<file path="src/rtl/frame_capture_ctrl.sv">
// frame_capture_ctrl: arms on request, waits for a vsync falling edge, then
// writes the synchronised comparator sample of every pixel inside the
// CAP_COLS x CAP_ROWS window into display RAM until the next vsync falling
// edge ends the frame.
module frame_capture_ctrl #(
    parameter int CAP_COLS = 256,
    parameter int CAP_ROWS = 256
) (
    input  logic        clock,
    input  logic        reset,
    input  logic        arm,
    input  logic        continuous,
    input  logic        abort,
    input  logic        vsync_in,
    input  logic        visible,
    input  logic [11:0] display_col,
    input  logic [10:0] display_row,
    input  logic [2:0]  sample_in,
    output logic        wr_en,
    output logic [15:0] wr_addr,
    output logic [2:0]  wr_data,
    output logic        busy,
    output logic        done,
    output logic [16:0] wr_count,
    output logic [7:0]  frame_count
);

    typedef enum logic [1:0] {
        IDLE,
        WAIT_VS,
        CAPTURE,
        DONE
    } state_t;

    localparam logic [11:0] COL_LIMIT = 12'(CAP_COLS);
    localparam logic [10:0] ROW_LIMIT = 11'(CAP_ROWS);
    localparam logic [16:0] WR_MAX    = 17'd65536;

    state_t      state;
    logic        vs_s1, vs_s2, vs_s3;
    logic        vs_fall;
    logic [2:0]  smp_s1, smp_s2;
    logic        pix_ok;

    // Two-flop synchronisers plus a registered falling-edge pulse on vsync
    always_ff @(posedge clock or posedge reset) begin
        if (reset) begin
            vs_s1   <= 1'b1;
            vs_s2   <= 1'b1;
            vs_s3   <= 1'b1;
            vs_fall <= 1'b0;
            smp_s1  <= '0;
            smp_s2  <= '0;
        end else begin
            vs_s1   <= vsync_in;
            vs_s2   <= vs_s1;
            vs_s3   <= vs_s2;
            vs_fall <= vs_s3 & ~vs_s2;
            smp_s1  <= sample_in;
            smp_s2  <= smp_s1;
        end
    end

    // Pixel lies inside the capture window
    always_comb begin
        pix_ok = visible && (display_col < COL_LIMIT) && (display_row < ROW_LIMIT);
    end

    // Capture FSM with registered write port, status and counters
    always_ff @(posedge clock or posedge reset) begin
        if (reset) begin
            state       <= IDLE;
            wr_en       <= 1'b0;
            wr_addr     <= '0;
            wr_data     <= '0;
            busy        <= 1'b0;
            done        <= 1'b0;
            wr_count    <= '0;
            frame_count <= '0;
        end else begin
            wr_en <= 1'b0;
            done  <= 1'b0;
            // A write already on the port still counts even if abort arrives now
            if (wr_en && (wr_count != WR_MAX)) begin
                wr_count <= wr_count + 17'd1;
            end
            if (abort) begin
                state <= IDLE;
                busy  <= 1'b0;
            end else begin
                case (state)
                    IDLE: begin
                        if (arm) begin
                            state <= WAIT_VS;
                            busy  <= 1'b1;
                        end
                    end
                    WAIT_VS: begin
                        if (vs_fall) begin
                            state    <= CAPTURE;
                            wr_count <= '0;
                        end
                    end
                    CAPTURE: begin
                        if (pix_ok) begin
                            wr_en   <= 1'b1;
                            wr_addr <= {display_col[7:0], display_row[7:0]};
                            wr_data <= smp_s2;
                        end
                        if (vs_fall) begin
                            state       <= DONE;
                            busy        <= 1'b0;
                            done        <= 1'b1;
                            frame_count <= frame_count + 8'd1;
                        end
                    end
                    DONE: begin
                        if (continuous) begin
                            state <= WAIT_VS;
                            busy  <= 1'b1;
                        end else begin
                            state <= IDLE;
                        end
                    end
                    default: begin
                        state <= IDLE;
                        busy  <= 1'b0;
                    end
                endcase
            end
        end
    end

endmodule

</file>
<file path="config.mk">
export PLATFORM = sky130hd
export DESIGN_NAME = frame_capture_ctrl
export DESIGN_NICKNAME = d
export VERILOG_FILES = /design/src/rtl/frame_capture_ctrl.sv
export SDC_FILE = /design/constraint.sdc
export NUM_CORES = 1
export LEC_CHECK = 0
export CORE_ASPECT_RATIO = 2
export CORE_UTILIZATION = 42
export CTS_CLUSTER_SIZE = 8
export DETAILED_ROUTE_END_ITERATION = 6
export GPL_ROUTABILITY_DRIVEN = 0
export PLACE_DENSITY = 0.73
export SKIP_LAST_GASP = 1
export SLEW_MARGIN = 0
export SYNTH_ARGS = -nofsm -noshare
export SYNTH_HDL_FRONTEND = slang
export SYNTH_SLANG_ARGS = --single-unit
</file>
<file path="constraint.sdc">
create_clock -name clock -period 1.7 [get_ports clock]
set_input_delay 0.17 -clock clock [delete_from_list [all_inputs] [get_ports clock]]
set_output_delay 0.17 -clock clock [all_outputs]
set_load 0.02 [all_outputs]
</file>
==> impl_results.md <==
- Status: complete, but fails checks
- Failing checks: design-rule violations
- DIE WIDTH: around 57 µm
- Initial DRC Count: 90
- Die height: 112 µm
- Ports: 80
- CP max stage cell: or4_4
- Fin crit share: 0.966
- Filler cell count: 459
- Fin. max-slew vios: 0
- Post-Route WL: around 5.6 mm
- Worst Hold Class: in2async
- Final setup viols: 0
- Worst EP required: 1.95 ns
- N_diodes: 0
- Nets@finish: 356
- Initial Util: 0.441
- HPWL Detailed: 4.18 mm
- Full die area: between 0.006 and 0.007 mm²
- Pin count of the biggest net entering global routing: 32
- Total global routing overflow: 0
- Via count: approximately 2,000
- R2r startpoint: wr_count[9]$_DFF_PP0_
- Worst Setup Path Type: reg2reg
- Max transition margin: 0.741
- Arrival time worst endpoint: around 1.9 ns
- Critical-path maximum fanout: 6
- Startpoint class of the critical path: register
- Max IR drop VDD: 994 µV
- Routed Antenna Nets: 0
- Clock Power Share: 0.319
- TritonCTS clock tree: built
- Pleak: 0.00173 µW
- Clk slew on worst S/H paths: 0.05 ns
- Worst path max stage delay: 0.53 ns
- Area of the multi-input gates: between 0.001 and 0.0015 mm²
- Seq. cell area: 0.00149 mm²
- Area fraction in compound gates after synthesis: 0.0435
- DRC viols: 6
- # hold bufs at CTS: 0
- Routed len/inst: 14.7 µm
- Unique masters post-synth: 43
- CTS buffer count: 9
- Sink Count: 59
- Fmax: 0.609 GHz
- Reg2reg end: wr_count[15]$_DFF_PP0_
- Seq pwr share: 0.368
- Seq cells post-synth: 59
- Max Buffers Root-to-Sink: 2
- Site Rows: 39
- Switching share of power: 0.311
- Worst setup EP type: register
- Layout cells sized above 1: 0.213
- Mux contribution to synthesized area: 0.0919
- Area delta synth->final: 52.1%
- Max cap viols: 0
- PD cells: 1370 mW/mm²
- Worst-Margin Slew: between 0.3 and 0.4 ns
- CORE AREA: 0.00581 mm²
- Fin crit period: 1.64 ns
- R2R Setup Slk: 0.06 ns
- First-pass GRT wire length: 9.24 mm
- Largest family of logic cells by synthesized area: simple AND/OR/NAND/NOR gates
- Final core utilization: 0.671
- R2R cell count: 4
- RSZ-0062 raised after global routing: false
- Synth Net Count: between 200 and 300
- H-tree levels: 3
- Vias in the first global route: 2,000
- Initial antenna violation count: 0
- Final Hold Viols: 0
- Worst path cell trace: nand4_4 > or3_4 > or4_4 > a21oi_2
- Synth Area per Inst: 12.2 µm²
- Post-Synth Adder-Cell Area: 0.0391
- Number of port buffers: around 80
- Register area share after synthesis: 0.578
- Mapped Area: 0.00256 mm²
- NetSw: 1670 µW
- Total track usage: 0.192
- Simple-gate area share of the yosys netlist: 0.156
- Post-Syn Instances: 209
- Root cell of the clock tree: clkbuf_16
- Detail-routed via count per cell: 5.19
- Tot Pwr: around 5300 µW
- Clock Latency Late Sink: between 0.3 and 0.4 ns
- Worst Skew: 0.00745 ns
- Logic gate share of total power: 0.313
- Post-synthesis xor/xnor area fraction: 0.0650
- 1st-pass router iterations: 7
- YS warnings: 0
- Internal power: between 3000 and 4000 µW
-- cell type report --
class | instances | area share
Clock buffer | 15 | 0.0739
Clock inverter | 1 | 0.00129
Inverter | 12 | 0.0116
Multi-Input combinational cell | 133 | 0.267
Sequential cell | 59 | 0.383
Tap cell | 61 | 0.0196
Timing Repair Buffer | 100 | 0.244
-- worst max-delay path: cells and delay by family (launching register included) --
family             cells  cell delay (ns)
and+or+nand+nor        3             1.05
DFF                    1             0.40
AOI/OAI and AO/OA      1             0.13
-- worst max-delay path by stage --
stage	start	slack, ns	cells after the start	endpoint
detailed placement	display_row[10]	-0.14	5	wr_addr[14]$_DFFE_PP0P_
global route	wr_count[6]$_DFF_PP0_	0.02	2	wr_count[6]
global placement	display_row[10]	-0.13	5	wr_addr[1]$_DFFE_PP0P_
CTS	wr_count[8]$_DFF_PP0_	0.03	4	wr_count[15]$_DFF_PP0_
finish	wr_count[9]$_DFF_PP0_	0.06	4	wr_count[15]$_DFF_PP0_
floorplan	reset	-0.05	1	wr_count[0]$_DFF_PP0_
-- kinds of logic (layout without fill, tap and decap cells) --
kind of cell / after synthesis / count (layout)
muxes: 21 / 21
DFF: 59 / 59
adders and majority gates: 8 / 8
and+or+nand+nor: 70 / 70
buffers and inverters: 17 / 128
AOI/OAI and AO/OA: 15 / 15
xor gates and xnor gates: 19 / 19
-- layer usage --
layer  up-vias  track usage  share of wire
li1        943            -              -
met1       963        0.206           0.38
met2        63        0.327           0.55
met3        10       0.0645          0.051
met4         0       0.0976          0.021
met5         -            0              0
-- sequential cells by signal, summed over array words and instances, names as in the netlist --
signal / count
wr_count: 17
wr_addr: 16
frame_count: 8
smp_s1: 3
smp_s2: 3
wr_data: 3
state: 2
busy: 1
done: 1
vs_fall: 1
vs_s1: 1
vs_s2: 1
vs_s3: 1
wr_en: 1
-- cell usage after synthesis --
cell type / n / area share
dfrtp_1: 56 / 0.55
nor2_1: 18 / 0.026
xnor2_1: 15 / 0.051
inv_1: 12 / 0.018
nand2_1: 12 / 0.018
mux2_1: 10 / 0.044
mux2_2: 10 / 0.044
ha_1: 8 / 0.039
nor4_1: 7 / 0.017
nand3_1: 6 / 0.012
nand4_1: 5 / 0.012
nor3_1: 4 / 0.0078
xor2_1: 4 / 0.014
a21oi_1: 3 / 0.0059
clkbuf_1: 3 / 0.0044
dfstp_2: 3 / 0.031
o31ai_1: 3 / 0.0088
or4_1: 3 / 0.0088
a41oi_1: 2 / 0.0068
and3_1: 2 / 0.0049
a211oi_1: 1 / 0.0029
a221oi_1: 1 / 0.0034
a31o_2: 1 / 0.0034
and3b_1: 1 / 0.0034
and4_1: 1 / 0.0034
buf_1: 1 / 0.0015
buf_4: 1 / 0.0029
mux2i_1: 1 / 0.0039
nand2_8: 1 / 0.0078
nand2b_1: 1 / 0.0024
nand3b_1: 1 / 0.0029
nand4_2: 1 / 0.0049
nand4b_1: 1 / 0.0034
nor2_4: 1 / 0.0044
nor2b_1: 1 / 0.0024
nor4b_1: 1 / 0.0034
nor4bb_1: 1 / 0.0039
o211ai_1: 1 / 0.0029
o21ai_0: 1 / 0.0020
o21bai_1: 1 / 0.0029
o221a_2: 1 / 0.0044
or3_1: 1 / 0.0024
or3_4: 1 / 0.0044
-- power groups by stage --
stage                     clock (µW)  combinational [µW]  sequential (µW)
after global placement             0                1610             1980
after detailed placement           0                1640             1990
final                           1710                1670             1970
after global routing            1820                1810             2000
after floorplan                    0                 538             2230
after CTS                       1750                1660             1970
-- per-stage QoR --
step / setup TNS, ns / instance area, µm² / setup WS (ns) / hold slack (ns) / cells
2_1_floorplan: -0.429 / 2580 / -0.0497 / 0.174 / 209
3_5_place_dp: -2.00 / 3570 / -0.136 / 0.336 / 364
4_1_cts: 0 / 3870 / 0.0256 / 0.246 / 380
6_report: 0 / 3890 / 0.0581 / 0.240 / 381
3_3_place_gp: -2.14 / 3570 / -0.132 / 0.333 / 364
5_1_grt: 0 / 3890 / 0.0190 / 0.265 / 381
-- placed cells by master (no fill, tap or decap), types with 8 or more instances in the layout --
cell type        instances
xnor2_1                 15
dfrtp_1                 48
dfrtp_2                  8
mux2_1                  10
mux2_2                  10
clkbuf_16                9
nand2_1                 12
clkdlybuf4s50_1         79
buf_4                   21
nor2_1                  18
inv_1                   11
-- what timing repair did --
| action | in CTS | in global routing |
|---|---|---|
| setup buffers | 0 | 1 |
| setup endpoints to repair | 1 | 5 |
| gates resized for setup | 1 | 4 |
| pin swaps | 0 | 1 |
No activity file was read; power rests on OpenSTA's default activity.
